===== src/rtl/scratch_video_pkg.sv =====
// Shared definitions for the scratch core video path.
//   mode_e   : pattern select codes carried through the generator pipeline
//   PIPE_DLY : pixel-clock-enable latency from timer inputs to RGB output
//   FRAME_W  : width of the free-running frame counter
package scratch_video_pkg;

  typedef enum logic [1:0] {
    MODE_GRID  = 2'd0,
    MODE_BARS  = 2'd1,
    MODE_CHECK = 2'd2,
    MODE_GRAD  = 2'd3
  } mode_e;

  localparam int PIPE_DLY = 3;
  localparam int FRAME_W  = 8;

endpackage


===== src/rtl/jtframe_ram.sv =====
// Palette-style RAM with an independent write port and a registered read port.
//   clk     : clock for both ports
//   cen     : read enable; q only updates on clk edges where cen is high
//   rd_addr : read address
//   q       : registered read data (old contents on same-address write)
//   we      : write strobe, honoured on every clk edge regardless of cen
//   wr_addr : write address
//   data    : write data
// Contents are not reset.
module jtframe_ram #(
  parameter int dw      = 8,
  parameter int aw      = 10,
  parameter     synfile = ""
) (
  input  logic          clk,
  input  logic          cen,
  input  logic [aw-1:0] rd_addr,
  output logic [dw-1:0] q,
  input  logic          we,
  input  logic [aw-1:0] wr_addr,
  input  logic [dw-1:0] data
);

  logic [dw-1:0] mem [0:(1<<aw)-1];

  // Preload image, when given, is attached by the implementation flow's
  // memory initialisation step; otherwise power-up contents are undefined.
  if (synfile != "") begin : g_preload
  end

  // Both updates are non-blocking, so a read of the address being written
  // in the same cycle returns the previous contents.
  always_ff @(posedge clk) begin
    if (we)  mem[wr_addr] <= data;
    if (cen) q <= mem[rd_addr];
  end

endmodule


===== src/rtl/scratch_pattern_gen.sv =====
// Multi-mode test-pattern generator for the scratch core video path.
//   clk, rst        : 48 MHz clock, asynchronous active-low reset
//   pxl_cen         : pixel clock enable; the whole pixel pipeline advances on it
//   H, V            : horizontal / vertical counters from the video timer
//   LHBL, LVBL      : active-low blanking from the video timer
//   mode_in         : pattern select (grid, bars, checker, gradient), frame-latched
//   scroll_en       : per-frame horizontal scroll enable, frame-latched
//   pal_we/addr/din : palette write port {blue, green, red}, any clk
//   red/green/blue  : pixel colour, zero while blanked
//   LHBL_dly/LVBL_dly : blanking aligned with the colour outputs
//   frame_cnt       : frames seen since reset (LVBL falling edges)
module scratch_pattern_gen
  import scratch_video_pkg::*;
#(
  parameter int CW      = 4,
  parameter int TILE    = 4,
  parameter     SYNFILE = ""
) (
  input  logic               clk,
  input  logic               rst,
  input  logic               pxl_cen,
  input  logic [8:0]         H,
  input  logic [8:0]         V,
  input  logic               LHBL,
  input  logic               LVBL,
  input  logic [1:0]         mode_in,
  input  logic               scroll_en,
  input  logic               pal_we,
  input  logic [7:0]         pal_addr,
  input  logic [3*CW-1:0]    pal_din,
  output logic [CW-1:0]      red,
  output logic [CW-1:0]      green,
  output logic [CW-1:0]      blue,
  output logic               LHBL_dly,
  output logic               LVBL_dly,
  output logic [FRAME_W-1:0] frame_cnt
);

  function automatic logic [CW-1:0] fill(input logic b);
    return {CW{b}};
  endfunction

  // Zero-extended so the largest tile size can still take four index bits.
  function automatic logic [7:0] grid_addr(input logic [7:0] x, input logic [7:0] y);
    logic [8:0] xe;
    logic [8:0] ye;
    xe = {1'b0, x};
    ye = {1'b0, y};
    return {ye[TILE+3:TILE], xe[TILE+3:TILE]};
  endfunction

  function automatic logic [3*CW-1:0] direct_rgb(input mode_e m, input logic [7:0] x,
                                                 input logic [7:0] y, input logic [7:0] f);
    logic [3*CW-1:0] c;
    c = '0;
    case (m)
      MODE_BARS:  c = {fill(x[7]), fill(x[6]), fill(x[5])};
      MODE_CHECK: c = {3{fill(x[TILE] ^ y[TILE])}};
      MODE_GRAD:  c = {f[7-:CW], y[7-:CW], x[7-:CW]};
      default:    c = '0;
    endcase
    return c;
  endfunction

  mode_e               mode_r;
  logic                scroll_r;
  logic                lvbl_last;
  logic [7:0]          hx;
  logic [7:0]          vy;
  mode_e               mode_p0, mode_p1;
  logic [7:0]          addr_p0;
  logic [3*CW-1:0]     rgb_p0, rgb_p1;
  logic [3*CW-1:0]     pal_q;
  logic [3*CW-1:0]     pix_p2;
  logic [PIPE_DLY-1:0] lhbl_sr, lvbl_sr;
  logic                unused_hv;

  assign unused_hv = H[8] ^ V[8];

  // Frame boundary: mode/scroll only change here, so a frame is never mixed.
  always_ff @(posedge clk or negedge rst) begin
    if (!rst) begin
      frame_cnt <= '0;
      mode_r    <= MODE_GRID;
      scroll_r  <= 1'b0;
      lvbl_last <= 1'b0;
    end else if (pxl_cen) begin
      lvbl_last <= LVBL;
      if (lvbl_last && !LVBL) begin
        frame_cnt <= frame_cnt + 1'b1;
        mode_r    <= mode_e'(mode_in);
        scroll_r  <= scroll_en;
      end
    end
  end

  assign hx = H[7:0] + (scroll_r ? frame_cnt : 8'd0);
  assign vy = V[7:0];

  jtframe_ram #(
    .dw      (3*CW),
    .aw      (8),
    .synfile (SYNFILE)
  ) u_pal (
    .clk     (clk),
    .cen     (pxl_cen),
    .rd_addr (addr_p0),
    .q       (pal_q),
    .we      (pal_we),
    .wr_addr (pal_addr),
    .data    (pal_din)
  );

  // Blanking is judged on the stage-2 copy so it lands with the same pixel.
  assign pix_p2 = (lhbl_sr[PIPE_DLY-2] && lvbl_sr[PIPE_DLY-2]) ?
                  ((mode_p1 == MODE_GRID) ? pal_q : rgb_p1) : '0;

  always_ff @(posedge clk or negedge rst) begin
    if (!rst) begin
      mode_p0 <= MODE_GRID;
      addr_p0 <= '0;
      rgb_p0  <= '0;
      mode_p1 <= MODE_GRID;
      rgb_p1  <= '0;
      red     <= '0;
      green   <= '0;
      blue    <= '0;
      lhbl_sr <= '0;
      lvbl_sr <= '0;
    end else if (pxl_cen) begin
      // S1: effective coordinates -> palette address and direct colour
      mode_p0 <= mode_r;
      addr_p0 <= grid_addr(hx, vy);
      rgb_p0  <= direct_rgb(mode_r, hx, vy, frame_cnt);
      // S2: palette RAM read in flight, direct colour delayed to match
      mode_p1 <= mode_p0;
      rgb_p1  <= rgb_p0;
      // S3: source select, blanking, output register
      {blue, green, red} <= pix_p2;
      lhbl_sr <= {lhbl_sr[PIPE_DLY-2:0], LHBL};
      lvbl_sr <= {lvbl_sr[PIPE_DLY-2:0], LVBL};
    end
  end

  assign LHBL_dly = lhbl_sr[PIPE_DLY-1];
  assign LVBL_dly = lvbl_sr[PIPE_DLY-1];

endmodule


===== config.mk =====
export PLATFORM = sky130hd
export DESIGN_NAME = scratch_pattern_gen
export DESIGN_NICKNAME = d
export VERILOG_FILES = /design/src/rtl/scratch_video_pkg.sv /design/src/rtl/jtframe_ram.sv /design/src/rtl/scratch_pattern_gen.sv
export SDC_FILE = /design/constraint.sdc
export NUM_CORES = 2
export LEC_CHECK = 0
export ABC_AREA = 1
export CAP_MARGIN = 15
export CORE_MARGIN = 4
export CORE_UTILIZATION = 47
export CTS_BUF_LIST = sky130_fd_sc_hd__clkbuf_4
export CTS_CLUSTER_SIZE = 20
export DETAILED_ROUTE_END_ITERATION = 7
export HOLD_SLACK_MARGIN = 0.05
export SYNTH_ARGS = -nofsm -noshare
export SYNTH_HDL_FRONTEND = slang
export SYNTH_SLANG_ARGS = --single-unit

===== constraint.sdc =====
create_clock -name clk -period 2.1 [get_ports clk]
set_input_delay 0.21 -clock clk [delete_from_list [all_inputs] [get_ports clk]]
set_output_delay 0.21 -clock clk [all_outputs]
set_load 0.02 [all_outputs]

# Word level (Yosys, flattened, before mapping)
# Memories as Yosys holds them, arrays and structs flattened. A register that Yosys moved wholly into a read port is not among the register bits.
# Index checks and enable logic that the tools add are counted.
# word_totals
regBits,66
latchBits,0
ramBits,3072
rom_bits,0
in_bits,47
output_inout_bits,22
elab_cells,32
mem_count,1
# memory_table
name,depth,width,read_ports,rd_ports_with_merged_regs,write_ports,line,rtl
u_pal.mem,256,12,1,1,1,jtframe_ram.sv:24,logic [dw-1:0] mem [0:(1<<aw)-1];
# op_classes
add_sub_neg,2
mul,0
div,0
order_cmp,0
eq_ne,3
shift,0
n_mux,6
bitwise,1
n_reduce_logical,5
# op_table
op,n
$pmux 12 s3,1
$mux 12,2
$add 8x1->8 const B,1
$add 8x8->8,1
$mux 8,1
$eq 2x2->1 const B,2
$eq 2x1->1 const B,1
$logic_and 1x1->1,2
$logic_not 2->1,1
$mux 1,2
$reduce_and 2->1,1
$logic_not 1->1,1
$xor 1x1->1,1

# Longest topological paths before layout
# logic_depth
word_depth,4
ltp_mapped,16
depth_no_buf,15

# Modules after synthesis
# Synthesis repeated with hierarchy kept, for this count alone.
# hier_totals
hier_cells,10693
hier_area_um2,128139.1
# by_module_without_submodules
module,n_inst,cells_each,area_per_inst_um2,seq_area_each_um2
jtframe_ram,1,10311,125001.1,92608.8
scratch_pattern_gen,1,382,3138.0,1626.6

# Worst setup path before layout
# Ideal clock, no wire load.
# synth_timing
kind,register -> register
startpoint,reg frame_cnt[4]
endpoint,reg rgb_p0[10]
setup_time_ns,0.117
arrival_ns,1.899
required_ns,1.983
path_slack_ns,0.084
stages_incl_launch_ff,12
n_path_buf,0
synth_period_minus_slack_ns,2.016
path_cell_list,dfrtp_1 -> nand2_1 -> inv_1 -> ha_1 -> a21oi_1 -> nor2_1 -> a211oi_1 -> nand3_1 -> nand3_1 -> nand3_1 -> nand2_1 -> nand2_1
# synth_between
elab_chain_len,4
# synth_lines
item,line,rtl
from (decl),scratch_pattern_gen.sv:36,output logic [FRAME_W-1:0] frame_cnt
from (signal assigned),scratch_pattern_gen.sv:90,frame_cnt <= frame_cnt + 1'b1;
$mux 8 (*),scratch_pattern_gen.sv:97,assign hx = H[7:0] + (scroll_r ? frame_cnt : 8'd0);
$add 8x8->8 (*),scratch_pattern_gen.sv:97,
$xor 1x1->1,scratch_pattern_gen.sv:58,MODE_CHECK: c = {3{fill(x[TILE] ^ y[TILE])}};
$pmux 12 s3 (*),scratch_pattern_gen.sv:56,case (m)
to (signal assigned),scratch_pattern_gen.sv:134,"rgb_p0 <= direct_rgb(mode_r, hx, vy, frame_cnt);"
to (decl),scratch_pattern_gen.sv:72,"logic [3*CW-1:0] rgb_p0, rgb_p1;"
# Mark *: on every way between the ends. The rest lies on a longest branch, timed or not.
# A chain may end at the register's enable or synchronous reset.

==> results.txt <==
----------------------------------------------------
[Outcome]
  Run status ... complete, but fails checks
  Failing checks ... DRC, setup timing

[STA]
  Slew of the pin with the lowest slew margin ... around 1.1 ns
  Period utilization ... 129%
  PnR worst setup slack ... -0.616 ns
  Setup repair after global routing missed its margin ... yes
  Final Max Tran Viols ... 0
  Min Tclk post-route ... 2.72 ns
  Hold Violations, Final ... 0
  Maximum operating frequency ... ~370 MHz
  Worst rel slew slack ... between 20% and 30%
  Total of endpoints with negative setup slack in the final report ... 34
  Worst setup skew after layout ... around 0.12 ns

[Synthesis]
  Parity-gate share of the synthesized area counting xor and xnor cells ... less than 1%
  Largest family of logic cells by synthesized area ... simple AND/OR/NAND/NOR gates
  Top cells by area in the synthesized netlist ... sky130_fd_sc_hd__edfxtp_1 73%, sky130_fd_sc_hd__nand3_1 12%, sky130_fd_sc_hd__nand2_1 9.8%
  Synth Flop Type ... sky130_fd_sc_hd__edfxtp_1
  Share of the synthesized area in the top cell type ... about 73%
  Register area share after synthesis ... between 70 and 80%
  Post-Synthesis Mean Instance Area ... between 10 and 15 um^2
  Library cell occupying the most area in the post-synthesis netlist ... sky130_fd_sc_hd__edfxtp_1
  Complex-gate fraction of the synthesized area ... 0.148%
  Yosys synthesis warning count ... 0
  Gate count after technology mapping ... about 11000
  Area share of and/or/nand/nor cells after synthesis ... between 20% and 30%
  Fraction of registers with async set/reset ... between 2 and 2.5%
  Total of flip-flops plus latches after synthesis ... about 3100
  Number of distinct library cells after synthesis ... 30
  Combined area of all synthesized cells ... approximately 0.13 mm^2
  Number of flops mapped to enable cells by yosys ... a little over 3000
  Syn_nets ... about 11000
  Share of cell area taken by muxes after synthesis ... 0%
  Synthesized-area fraction occupied by adder cells ... 0.0687%

[Global route]
  Initial antenna violation count ... 26
  First-pass GRT wire length ... slightly below 600000 um
  Total GRT Usage ... 28.0%
  Number of global-route vias before repair ... roughly 89000
  Total grt overflow ... 0
  Pin count of the biggest net entering global routing ... 82

[Setup path]
  Startpoint types ... flop
  CP Max Fanout ... 11
  Critical path class ... reg2reg
  Series of cell instances along the critical path ... buf_12, inv_16, buf_16, buf_12, buf_6, buf_12, nand2_1, nand3_1, nand3_1, nand3_1, nand3_2, nand3_2, nand3_4, nand2_4, nand2_8, nand2_4
  Data arrival at the endpoint of the critical path ... 4.07 ns
  Largest incremental delay on the critical path ... 0.52 ns
  Critical-path cell with the highest stage delay ... sky130_fd_sc_hd__dfrtp_4
  Type of destination of the critical path ... flop
  Critical path data required time ... roughly 3.5 ns
  Reg2Reg Depth ... 16

[Routing]
  DRT Wirelength ... around 400000 um
  Post-route ant nets ... 0
  Mean number of vias per cell ... 5.73
  Initial drt markers ... between 10000 and 15000
  Number of vias in the routed layout ... between 90000 and 100k
  WL per Instance ... 24.9 um
  Detailed-routing iteration count for the pre-antenna-repair pass ... 8
  Post-route DRC ... 3

[Clocking]
  Clock tree from TritonCTS ... yes
  CTS buffer count ... just under 800
  Clock net sink count ... roughly 3100
  CTS root buf ... sky130_fd_sc_hd__clkbuf_4
  Buffers from clock root to sink, at most ... 4
  Clock transition at the registers of the reported paths ... 0.07 ns
  Latest clock arrival within the worst-skew pair ... between 1.5 and 2 ns
  Total number of H-tree levels ... 6

[Floorplan]
  Number of top-level design ports ... 69
  Standard cell core area ... 0.269 mm^2
  Number of rows created at floorplan ... between 150 and 200
  Die Wd ... 529 um
  DIE HEIGHT ... roughly 530 um
  Die outline area ... 0.280 mm^2
  Starting utilization of the core area ... between 40 and 50%

[Cells and area]
  Layout area overhead ... 21.4%
  Layout filler cell count ... approximately 22000
  Fraction of the core area covered by cells at the end of the flow ... between 50% and 60%
  FF/Latch Area ... ~0.094 mm^2
  NumNets Final ... about 12000
  Area of the multi-input gates ... ~0.031 mm^2
  Layout cell share with drive strength beyond 1 ... 21.0%

[Pwr]
  IR Drop Worst-Case VDD ... 0.797 mV
  Static Leakage ... ~57 nW
  Pwr dens ... around 1000 mW/mm^2

[Placed design]
  Final HPWL from detailed placement ... 239000 um
  RD Place Congestion ... 0.930
  Place WS ... -1.17 ns
  Number of buffers added on ports ... 62

[Run]
  Max Cap Violations ... 0

[Hold path]
  Path class of the lowest-slack min-delay path ... in2reg
  Number of instances on the worst hold path ... 7

----------------------------------------------------
-- critical path, delay by kind of cell (launching register included) --
family                 cells  cell delay, ns
buffers and inverters      6            0.93
AND/OR/NAND/NOR           10            1.07
flip-flops                 1            0.52
-- per-layer routing --
layer / up-vias / part of all wire (%) / GRT usage [%]
met3: 782 / 10 / 5.98
met5: - / 0.032 / 0.260
met2: 5137 / 46 / 43.8
met4: 6 / 4.2 / 11.9
li1: 40958 / - / -
met1: 44960 / 39 / 38.0
-- synthesized netlist by cell type (all sizes together), types with 2 or more instances --
cell and number:
inv 59, nor2 315, nand3 3048, o21ai 12, xor2 4, nand2 3329, ha 7, nand3b 3
dfrtp 65, edfxtp 3084, buf 584, xnor2 4, clkbuf 143, o31ai 12, a21oi 2, nand4 5
-- cell usage in the layout, fill, tap and decap left out, types with 15 or more instances in the layout --
cell / count
sky130_fd_sc_hd__buf_6: 63
sky130_fd_sc_hd__inv_1: 48
sky130_fd_sc_hd__buf_16: 58
sky130_fd_sc_hd__clkinv_1: 127
sky130_fd_sc_hd__buf_8: 19
sky130_fd_sc_hd__nor2_1: 312
sky130_fd_sc_hd__nand2_1: 3287
sky130_fd_sc_hd__nand3_1: 2790
sky130_fd_sc_hd__diode_2: 15
sky130_fd_sc_hd__clkbuf_4: 1147
sky130_fd_sc_hd__nand2_2: 35
sky130_fd_sc_hd__nand3_2: 215
sky130_fd_sc_hd__nand3_4: 43
sky130_fd_sc_hd__buf_12: 292
sky130_fd_sc_hd__inv_6: 19
sky130_fd_sc_hd__dfrtp_1: 52
sky130_fd_sc_hd__clkdlybuf4s50_1: 20
sky130_fd_sc_hd__bufbuf_16: 23
sky130_fd_sc_hd__clkinv_2: 15
sky130_fd_sc_hd__inv_8: 15
sky130_fd_sc_hd__edfxtp_1: 3084
sky130_fd_sc_hd__dlygate4sd3_1: 73
sky130_fd_sc_hd__buf_4: 595
-- cells by family (layout without fill, tap and decap cells) --
logic type	Yosys count	in the layout
AOI/OAI and AO/OA	30	30
xor gates and xnor gates	8	8
adders and majority gates	7	7
buffers and inverters	786	2557
DFF	3149	3149
other	0	15
and+or+nand+nor	6702	6702
-- power by group --
part | switching [mW] | internal, mW | total [mW]
Sequential | 0.470 | 69.4 | 69.9
Clock | 25.2 | 26.0 | 51.2
Combinational | 22.5 | 12.5 | 34.9
-- stage by stage --
stage                     power (mW)  instance area, um^2  hold slack (ns)  std cells  setup TNS, ns
after CTS                        156               154000           0.0501      15996         -15.75
after global routing             163               155000            0.132      16010         -15.47
after floorplan                 88.3               128000          -0.0856      10682              0
after global placement           101               139000            0.293      14464        -467.10
final                            156               155000            0.130      16020         -11.79
after detailed placement         101               139000            0.304      14464        -569.09
-- flip-flops by register name (all words and copies together), names as in the netlist --
| name | cells |
|---|---|
| mode_p1 | 2 |
| u_pal.q | 12 |
| red | 4 |
| rgb_p0 | 12 |
| blue | 4 |
| mode_p0 | 2 |
| mode_r | 2 |
| addr_p0 | 8 |
| green | 4 |
| lvbl_sr | 3 |
| rgb_p1 | 12 |
| frame_cnt | 8 |
| lhbl_sr | 3 |
| u_pal.mem | 3072 |
| scroll_r | 1 |
-- layout make-up --
class / instances / share of cell area, %
diodes: 15 / 0.0242
clock buffers: 1147 / 5.56
clock inverters: 203 / 0.849
inverters: 59 / 0.179
multi-input cells: 6747 / 20.2
flip-flops and latches: 3149 / 60.9
well taps: 3552 / 2.87
repair buffers: 1147 / 9.46
repair inverters: 1 / 0.0105
-- final timing paths --
check	to	slack, ns	start
worst max register to register	u_pal.q[3]	-0.62	addr_p0[0]
worst min register to register	rgb_p0[6]	0.47	rgb_p0[6]
worst max-delay path	u_pal.q[3]	-0.62	addr_p0[0]
min in group asynchronous	lvbl_sr[0]	0.88	rst
max in group asynchronous	addr_p0[1]	0.69	rst
worst min-delay path	u_pal.mem[210][1]	0.13	pal_addr[6]
-- timing repair --
item,in CTS,in global routing
setup endpoints to repair,42,97
endpoints found under the hold margin,6246,0
pin swaps,27,37
buffers inserted,57,14
hold buffers,86,0
resized for setup,506,116
cloned,40,2
No activity file was read; power rests on OpenSTA's default activity.
